<file path="src/rtl/mem_arbiter.sv">
// Purpose: arbitrates one shared word memory port between instruction fetch and the data stage.
// Latency: the grant is taken on the first edge, ack in the next cycle at the earliest, then a registered done pulse (3 cycles minimum).
// Backpressure: the requesters are held by if_stall/m_stall until done; a slow mem_ack keeps mem_req and its payload asserted.
module mem_arbiter #(
    parameter int unsigned STARVE_LIMIT = 4
) (
    input  logic        clk,
    input  logic        rst_n,
    input  logic        if_req,
    input  logic [31:0] if_addr,
    input  logic        if_flush,
    input  logic        m_MemRead,
    input  logic        m_MemWrite,
    input  logic [31:0] m_alu_out,
    input  logic [31:0] m_mem_data,
    output logic        mem_req,
    output logic        mem_we,
    output logic [31:0] mem_addr,
    output logic [31:0] mem_wdata,
    input  logic        mem_ack,
    input  logic [31:0] mem_rdata,
    output logic        if_stall,
    output logic        m_stall,
    output logic        if_done,
    output logic        m_done,
    output logic [31:0] if_rdata,
    output logic [31:0] m_rdata
);

    localparam logic [1:0] S_IDLE  = 2'd0;
    localparam logic [1:0] S_FETCH = 2'd1;
    localparam logic [1:0] S_DATA  = 2'd2;

    localparam logic [3:0] LIMIT = 4'(STARVE_LIMIT);

    logic [1:0]  r_state;
    logic        r_mem_we;
    logic [31:0] r_mem_addr;
    logic [31:0] r_mem_wdata;
    logic        r_if_done;
    logic        r_m_done;
    logic [31:0] r_if_rdata;
    logic [31:0] r_m_rdata;
    logic [3:0]  r_starve_cnt;
    logic        r_abort;

    logic        w_data_req;
    logic        w_fetch_ok;
    logic        w_starved;
    logic        w_grant_data;
    logic        w_grant_fetch;
    logic        w_fetch_ack;
    logic        w_data_ack;
    logic        w_unused;

    // The address byte-lane bits never reach the word-wide memory.
    assign w_unused = ^{if_addr[1:0], m_alu_out[1:0]};

    // Grant decision in IDLE: data wins unless the fetch has waited STARVE_LIMIT data grants.
    always_comb begin
        w_data_req    = m_MemRead | m_MemWrite;
        w_fetch_ok    = if_req & ~if_flush;
        w_starved     = (r_starve_cnt == LIMIT) & w_fetch_ok;
        w_grant_data  = (r_state == S_IDLE) & w_data_req & ~w_starved;
        w_grant_fetch = (r_state == S_IDLE) & w_fetch_ok & ~w_grant_data;
        w_fetch_ack   = (r_state == S_FETCH) & mem_ack;
        w_data_ack    = (r_state == S_DATA) & mem_ack;
    end

    // State register plus the transaction payload captured on the grant edge.
    always_ff @(posedge clk or negedge rst_n) begin
        if (!rst_n) begin
            r_state     <= S_IDLE;
            r_mem_we    <= 1'b0;
            r_mem_addr  <= 32'h0;
            r_mem_wdata <= 32'h0;
        end else begin
            if (w_grant_data) begin
                r_state     <= S_DATA;
                r_mem_we    <= m_MemWrite;
                r_mem_addr  <= {m_alu_out[31:2], 2'b00};
                r_mem_wdata <= m_mem_data;
            end else if (w_grant_fetch) begin
                r_state     <= S_FETCH;
                r_mem_we    <= 1'b0;
                r_mem_addr  <= {if_addr[31:2], 2'b00};
                r_mem_wdata <= 32'h0;
            end else if (w_fetch_ack || w_data_ack) begin
                r_state     <= S_IDLE;
            end
        end
    end

    // A flush seen at any point of a fetch turns its completion into a silent drop.
    always_ff @(posedge clk or negedge rst_n) begin
        if (!rst_n) begin
            r_abort <= 1'b0;
        end else if (r_state != S_FETCH || mem_ack) begin
            r_abort <= 1'b0;
        end else if (if_flush) begin
            r_abort <= 1'b1;
        end
    end

    // Completion: one-cycle done pulses and per-requester read data capture.
    always_ff @(posedge clk or negedge rst_n) begin
        if (!rst_n) begin
            r_if_done  <= 1'b0;
            r_m_done   <= 1'b0;
            r_if_rdata <= 32'h0;
            r_m_rdata  <= 32'h0;
        end else begin
            r_if_done <= w_fetch_ack & ~r_abort & ~if_flush;
            r_m_done  <= w_data_ack;
            if (w_fetch_ack && !r_abort && !if_flush) begin
                r_if_rdata <= mem_rdata;
            end
            if (w_data_ack && !r_mem_we) begin
                r_m_rdata <= mem_rdata;
            end
        end
    end

    // Count data grants taken while a fetch waits; any fetch grant or idle fetch side resets it.
    always_ff @(posedge clk or negedge rst_n) begin
        if (!rst_n) begin
            r_starve_cnt <= 4'd0;
        end else if (!if_req || w_grant_fetch) begin
            r_starve_cnt <= 4'd0;
        end else if (w_grant_data && r_starve_cnt != LIMIT) begin
            r_starve_cnt <= r_starve_cnt + 4'd1;
        end
    end

    // Outputs: mem_req follows the state register so reset drops it at once.
    always_comb begin
        mem_req   = (r_state != S_IDLE);
        mem_we    = r_mem_we;
        mem_addr  = r_mem_addr;
        mem_wdata = r_mem_wdata;
        if_done   = r_if_done;
        m_done    = r_m_done;
        if_rdata  = r_if_rdata;
        m_rdata   = r_m_rdata;
        m_stall   = (m_MemRead | m_MemWrite) & ~r_m_done;
        if_stall  = if_req & ~r_if_done & ~if_flush;
    end

endmodule

</file>
<file path="config.mk">
export PLATFORM = sky130hd
export DESIGN_NAME = mem_arbiter
export DESIGN_NICKNAME = d
export VERILOG_FILES = /design/src/rtl/mem_arbiter.sv
export SDC_FILE = /design/constraint.sdc
export NUM_CORES = 1
export LEC_CHECK = 0
export ABC_AREA = 1
export CORE_UTILIZATION = 38
export CTS_BUF_LIST = sky130_fd_sc_hd__clkbuf_16
export DETAILED_ROUTE_END_ITERATION = 6
export PLACE_DENSITY = 0.85
export SYNTH_ARGS = -nofsm -noshare
export SYNTH_HDL_FRONTEND = slang
export SYNTH_SLANG_ARGS = --single-unit
</file>
<file path="constraint.sdc">
create_clock -name clk -period 1.6 [get_ports clk]
set_clock_uncertainty 0.2 [all_clocks]
set_input_delay 0.32 -clock clk [delete_from_list [all_inputs] [get_ports clk]]
set_output_delay 0.32 -clock clk [all_outputs]
set_load 0.01 [all_outputs]
</file>
Word-level counts from Yosys, hierarchy flattened. Cells that the tools add are included.

Bits in registers: 138. Latch bits: 0. Bits in writable memories: 0. ROM bits: 0. Logic and storage cells: 66. Memories kept: 0.

$add $sub $neg: 1. $mul: 0. Divide/modulo/power cells: 0. Order comparisons: 0. Eq/ne operators: 5. Shifts and indexed selects: 0. Multiplexer cells: 13. Bitwise logic cells: 20. Reduce and logical (&&, ||, !) cells: 17.

Operators with widths (count): two-way mux 32 bit (4); bitwise AND 1 bit (13); two-way mux 4 bit (2); nonzero test 2 bit (4); two-way mux 2 bit (3); inverter 1 bit (6); adder 4 x 1 -> 4 bit (second input constant) (1); == test 4 x 3 -> 1 bit (second input constant) (1); logical AND 1 bit (4); zero test 1 bit (4); two-way mux 1 bit (4); != test 4 x 3 -> 1 bit (second input constant) (1); logical OR 1 bit (3); nonzero test 3 bit (1); == test 2 x 1 -> 1 bit (second input constant) (1); == test 2 bit (second input constant) (1); zero test 2 bit (1); != test 2 x 1 -> 1 bit (second input constant) (1); bitwise OR 1 bit (1).

Depth between registers and ports, before layout.
Word-level depth: 9. Gate-level depth with buffers: 10. Gate-level depth less buffers: 9.

Worst setup path after synthesis. OpenSTA, ideal clock, no wires.

Kind: register -> register. Start point: register r_starve_cnt[0]. End point: register r_mem_addr[2] (netlist: mem_addr[2]). Library setup time: 0.117 ns. Data arrival time: 1.298 ns. Required time: 1.283 ns. Slack: -0.015 ns. Stages on the path, launching flop included: 11. Buffers on the path: 1. Clock period less this slack: 1.615 ns. Cell sequence: dfrtp_1 -> inv_1 -> ha_1 -> nand2_1 -> nor2_2 -> nand2_2 -> nand2_2 -> buf_4 -> nand2_1 -> nand3_1 -> nand2_1.

Longest elaborated chain between the ends: 7.

Ends and longest elaborated chain: start, declared (line 44) `logic [3:0] r_starve_cnt;`; start signal, assigned (line 131) `r_starve_cnt <= r_starve_cnt + 4'd1;`; == test 4 x 3 -> 1 bit (*) (line 63) `w_starved = (r_starve_cnt == LIMIT) & w_fetch_ok;`; bitwise AND 1 bit (*) (line 63); inverter 1 bit (*) (line 64) `w_grant_data = (r_state == S_IDLE) & w_data_req & ~w_starved;`; bitwise AND 1 bit (*) (line 64); inverter 1 bit (line 65) `w_grant_fetch = (r_state == S_IDLE) & w_fetch_ok & ~w_grant_data;`; bitwise AND 1 bit (line 65); nonzero test 2 bit (no line); end signal, assigned (line 81) `r_mem_addr <= {m_alu_out[31:2], 2'b00};`; end signal, assigned (line 86) `r_mem_addr <= {if_addr[31:2], 2'b00};`; end, declared (line 38) `logic [31:0] r_mem_addr;`.

Mark *: on every way between the ends. The rest lies on a longest branch, timed or not. A chain may end at the register's enable or synchronous reset.

Worst setup path after layout.
Start point: register r_state[0]. End point: register r_m_rdata[23] (netlist: m_rdata[23]).

Longest elaborated chain between the ends: 3.

Ends and longest elaborated chain: start, declared (line 36) `logic [1:0] r_state;`; start signal, assigned (line 73) `r_state <= S_IDLE;`; start signal, assigned (line 79) `r_state <= S_DATA;`; start signal, assigned (line 84) `r_state <= S_FETCH;`; == test 2 bit (line 67) `w_data_ack = (r_state == S_DATA) & mem_ack;`; bitwise AND 1 bit (line 67); net w_data_ack (line 53) `logic w_data_ack;`; logical AND 1 bit (line 118) `if (w_data_ack && !r_mem_we) begin`; end signal, assigned (line 119) `r_m_rdata <= mem_rdata;`; end, declared (line 43) `logic [31:0] r_m_rdata;`.

The timed path passes the listed nets, and every way through them passes these cells.

==> qor.csv <==
stage,metric,value,unit
run_status,status,"finished, violations left",
run_status,violations,setup timing,
routing,wl_per_cell,19.2,um
final_layout,fin_area,11100,sq um
final_layout,fin_cells,1212,
synthesis,ys_types,26,
power,ir_worst_vdd,0.00112,V
floorplanning,start_util,0.390,
global_route,grt_pass1_vias,6105,
worst_hold_path,hold_path.class,in2reg,
final_layout,fin_util,0.732,
synthesis,synth_mux_area_frac,0,
synthesis,synth_area,5930,sq um
final_layout,nFillCells,951,
synthesis,synth_seq_area_share,0.574,
routing,num_vias,6222,
critical_path,worst-path-max-fanout,8,
routing,route.final.wire_length,23300,um
sta,fin_crit,1800,ps
global_route,grt-ovfl-total,0,
sta,fmax,0.554,GHz
final_layout,synthToLayoutAreaGrowth,87.5,%
power,combinationalPowerShare,0.492,
floorplanning,num_rows,45,
synthesis,post_synth.cell_area_avg,8.78,sq um
power,netSwitchingFraction,0.395,
synthesis,synthAdderAreaFrac,0.00422,
synthesis,synth_top_area_cell,dfrtp_1,
routing,drtIter0Drc,216,
placed_design,dp.final_hpwl,12200,um
critical_path,start_kind,flop,
sta,finalSetupViolCount,134,
power,powerDensity,1770,nW/um^2
final_layout,multi_input_area,3010,sq um
clocking,htreeDepth,4,
floorplanning,die_area,16100,sq um
sta,rsz0062_at_grt,true,
placed_design,dp.cells,1130,
power,total_leakage_power,5.50,nW
floorplanning,fp.coreArea,15200,sq um
synthesis,synth_xor_xnor_area_share,0,
power,p_clk_frac,0.198,
power,p_total,19.6,mW
global_route,antenna_found_initial,0,
synthesis,ys.flop_type,dfrtp_1,
power,p_seq_frac,0.311,
placed_design,pre_cts_ws,-697,ps
global_route,gr-usage-all-layers,0.250,
routing,drc_errors,0,
placed_design,numPortBuffers,262,
final_layout,layout-drive-gt1-share,0.412,
critical_path,worstPathArrival,1900,ps
clocking,cts-buffers-inserted,17,
floorplanning,die_w,127,um
floorplanning,die_h,127,um
sta,maxSlewViolCount,0,
routing,ant_nets,0,
synthesis,postSynthCellCount,676,
sta,whs,160,ps
synthesis,synthSimpleGateAreaFrac,0.266,
critical_path,timing_worst_setup_path_type,reg2reg,
synthesis,synth_top_family_by_area,simple AND/OR/NAND/NOR gates,
critical_path,cp-end-kind,flop,
run,cap_violations,0,
global_route,grt_max_degree,65,
placed_design,place_area,8960,sq um
sta,finalCritPeriodShare,1.13,
synthesis,async_flop_share,1.00,
global_route,grt_pass1_wl,30900,um
synthesis,yosysMostFrequentCell,nand2_1,
clocking,clockRootBuffer,clkbuf_16,
routing,vias_per_cell,5.13,
sta,fin_ws,-204,ps
final_layout,seqCellArea,3400,sq um
synthesis,ys_ff_latch,136,
synthesis,synth-compound-area-share,0.0590,
floorplanning,design.portCount,269,
clocking,cts.path.max_buffers,2,
sta,hold_viol_final,0,
synthesis,ys_top_cells_by_area,"dfrtp_1 57%, nand2_1 15%, nand3_1 5.6%, inv_1 4.4%, o21ai_1 4.0%",
power,p_switching,7.75,mW
power,p_int,11.9,mW
critical_path,critPathRequiredTime,1690,ps
placed_design,routabilityCongestion,0.793,
synthesis,synth_enable_flop_cells,0,
final_layout,layout.nets,1148,
synthesis,yosys-top-cells-count,"230 x nand2_1, 136 x dfrtp_1, 70 x inv_1",
clocking,cts_tree,done,
final_layout,diodes,0,
clocking,clock_sinks,136,
clocking,clk_pin_slew,60,ps
clocking,clk_latency,410,ps
sta,fin_setup_tns,-14090,ps
synthesis,synth_top_area_frac,0.574,
routing,dr.pass1.iters,5,
synthesis,yosys_warnings,0,
[area by class of cell]
class	instances	area share
Timing Repair Buffer	354	0.324
Sequential cell	136	0.306
Clock buffer	17	0.0382
Inverter	76	0.0259
Multi-Input combinational cell	426	0.271
Clock inverter	15	0.0136
Tap cell	188	0.0211
[power groups by stage]
stage / sequential, mW / combinational [mW] / clock, mW
6_report: 6.10 / 9.65 / 3.88
5_1_grt: 6.26 / 10.3 / 4.09
4_1_cts: 5.85 / 8.42 / 3.92
3_5_place_dp: 5.87 / 8.06 / 0
3_3_place_gp: 5.80 / 7.90 / 0
2_1_floorplan: 6.54 / 2.82 / 0
[state kept, by name (all words and copies together) (netlist names)]
signal and count:
r_state 2, r_starve_cnt 4, m_done 1, mem_addr 30, mem_we 1, if_rdata 32
mem_wdata 32, m_rdata 32, if_done 1, r_abort 1
[metal layers]
layer	GRT usage	share of wire	up-vias
met5	0	0	-
met4	0.0994	0.039	0
met3	0.104	0.083	72
met2	0.439	0.52	312
met1	0.267	0.36	3033
li1	-	-	2805
[cells by family after synthesis]
family	after synthesis
simple gates	351
buf+inv	116
flops	136
compound gates	70
fa+ha+maj	2
other cells	1
[cell usage in the layout (no fill, tap or decap), types with 9 or more instances in the layout]
master and instances:
nand2_2 51, inv_1 68, o21ai_1 26, buf_6 18, clkbuf_2 64, o21ai_2 41
nand2_4 48, clkdlybuf4s50_1 125, buf_12 20, dfrtp_1 136, buf_4 36, clkdlybuf4s15_1 56
clkbuf_16 27, buf_2 9, nand3b_1 30, nand3_2 55, nand2_1 134
[critical path, cell delays in order, from the launching register on]
cell       delay, ps
dfrtp_1          430
buf_6            140
buf_6            110
nor3_4           230
nand2_4          190
clkbuf_16        240
nand2_4           60
o21ai_1           70
[repair_timing]
| item | CTS | global route |
|---|---|---|
| hold buffers | 1 | 0 |
| setup endpoints to repair | 198 | 191 |
| gates resized for setup | 410 | 284 |
| pin swaps | 50 | 18 |
| hold endpoints to repair | 136 | 0 |
| buffers inserted | 11 | 14 |
| gates cloned | 8 | 19 |
[path summary, 6_finish.rpt]
kind,from,to,slack (ps),cells after the start
setup / recovery,r_state[0],m_rdata[23],-200,7
setup reg to reg,r_state[0],m_rdata[23],-200,7
hold / removal,m_MemWrite,mem_we,160,3
max in group asynchronous,rst_n,mem_wdata[27],500,3
min in group asynchronous,rst_n,m_rdata[9],170,2
hold reg to reg,mem_addr[8],mem_addr[8],280,2
Note: power is estimated with default switching activity, not from simulation.
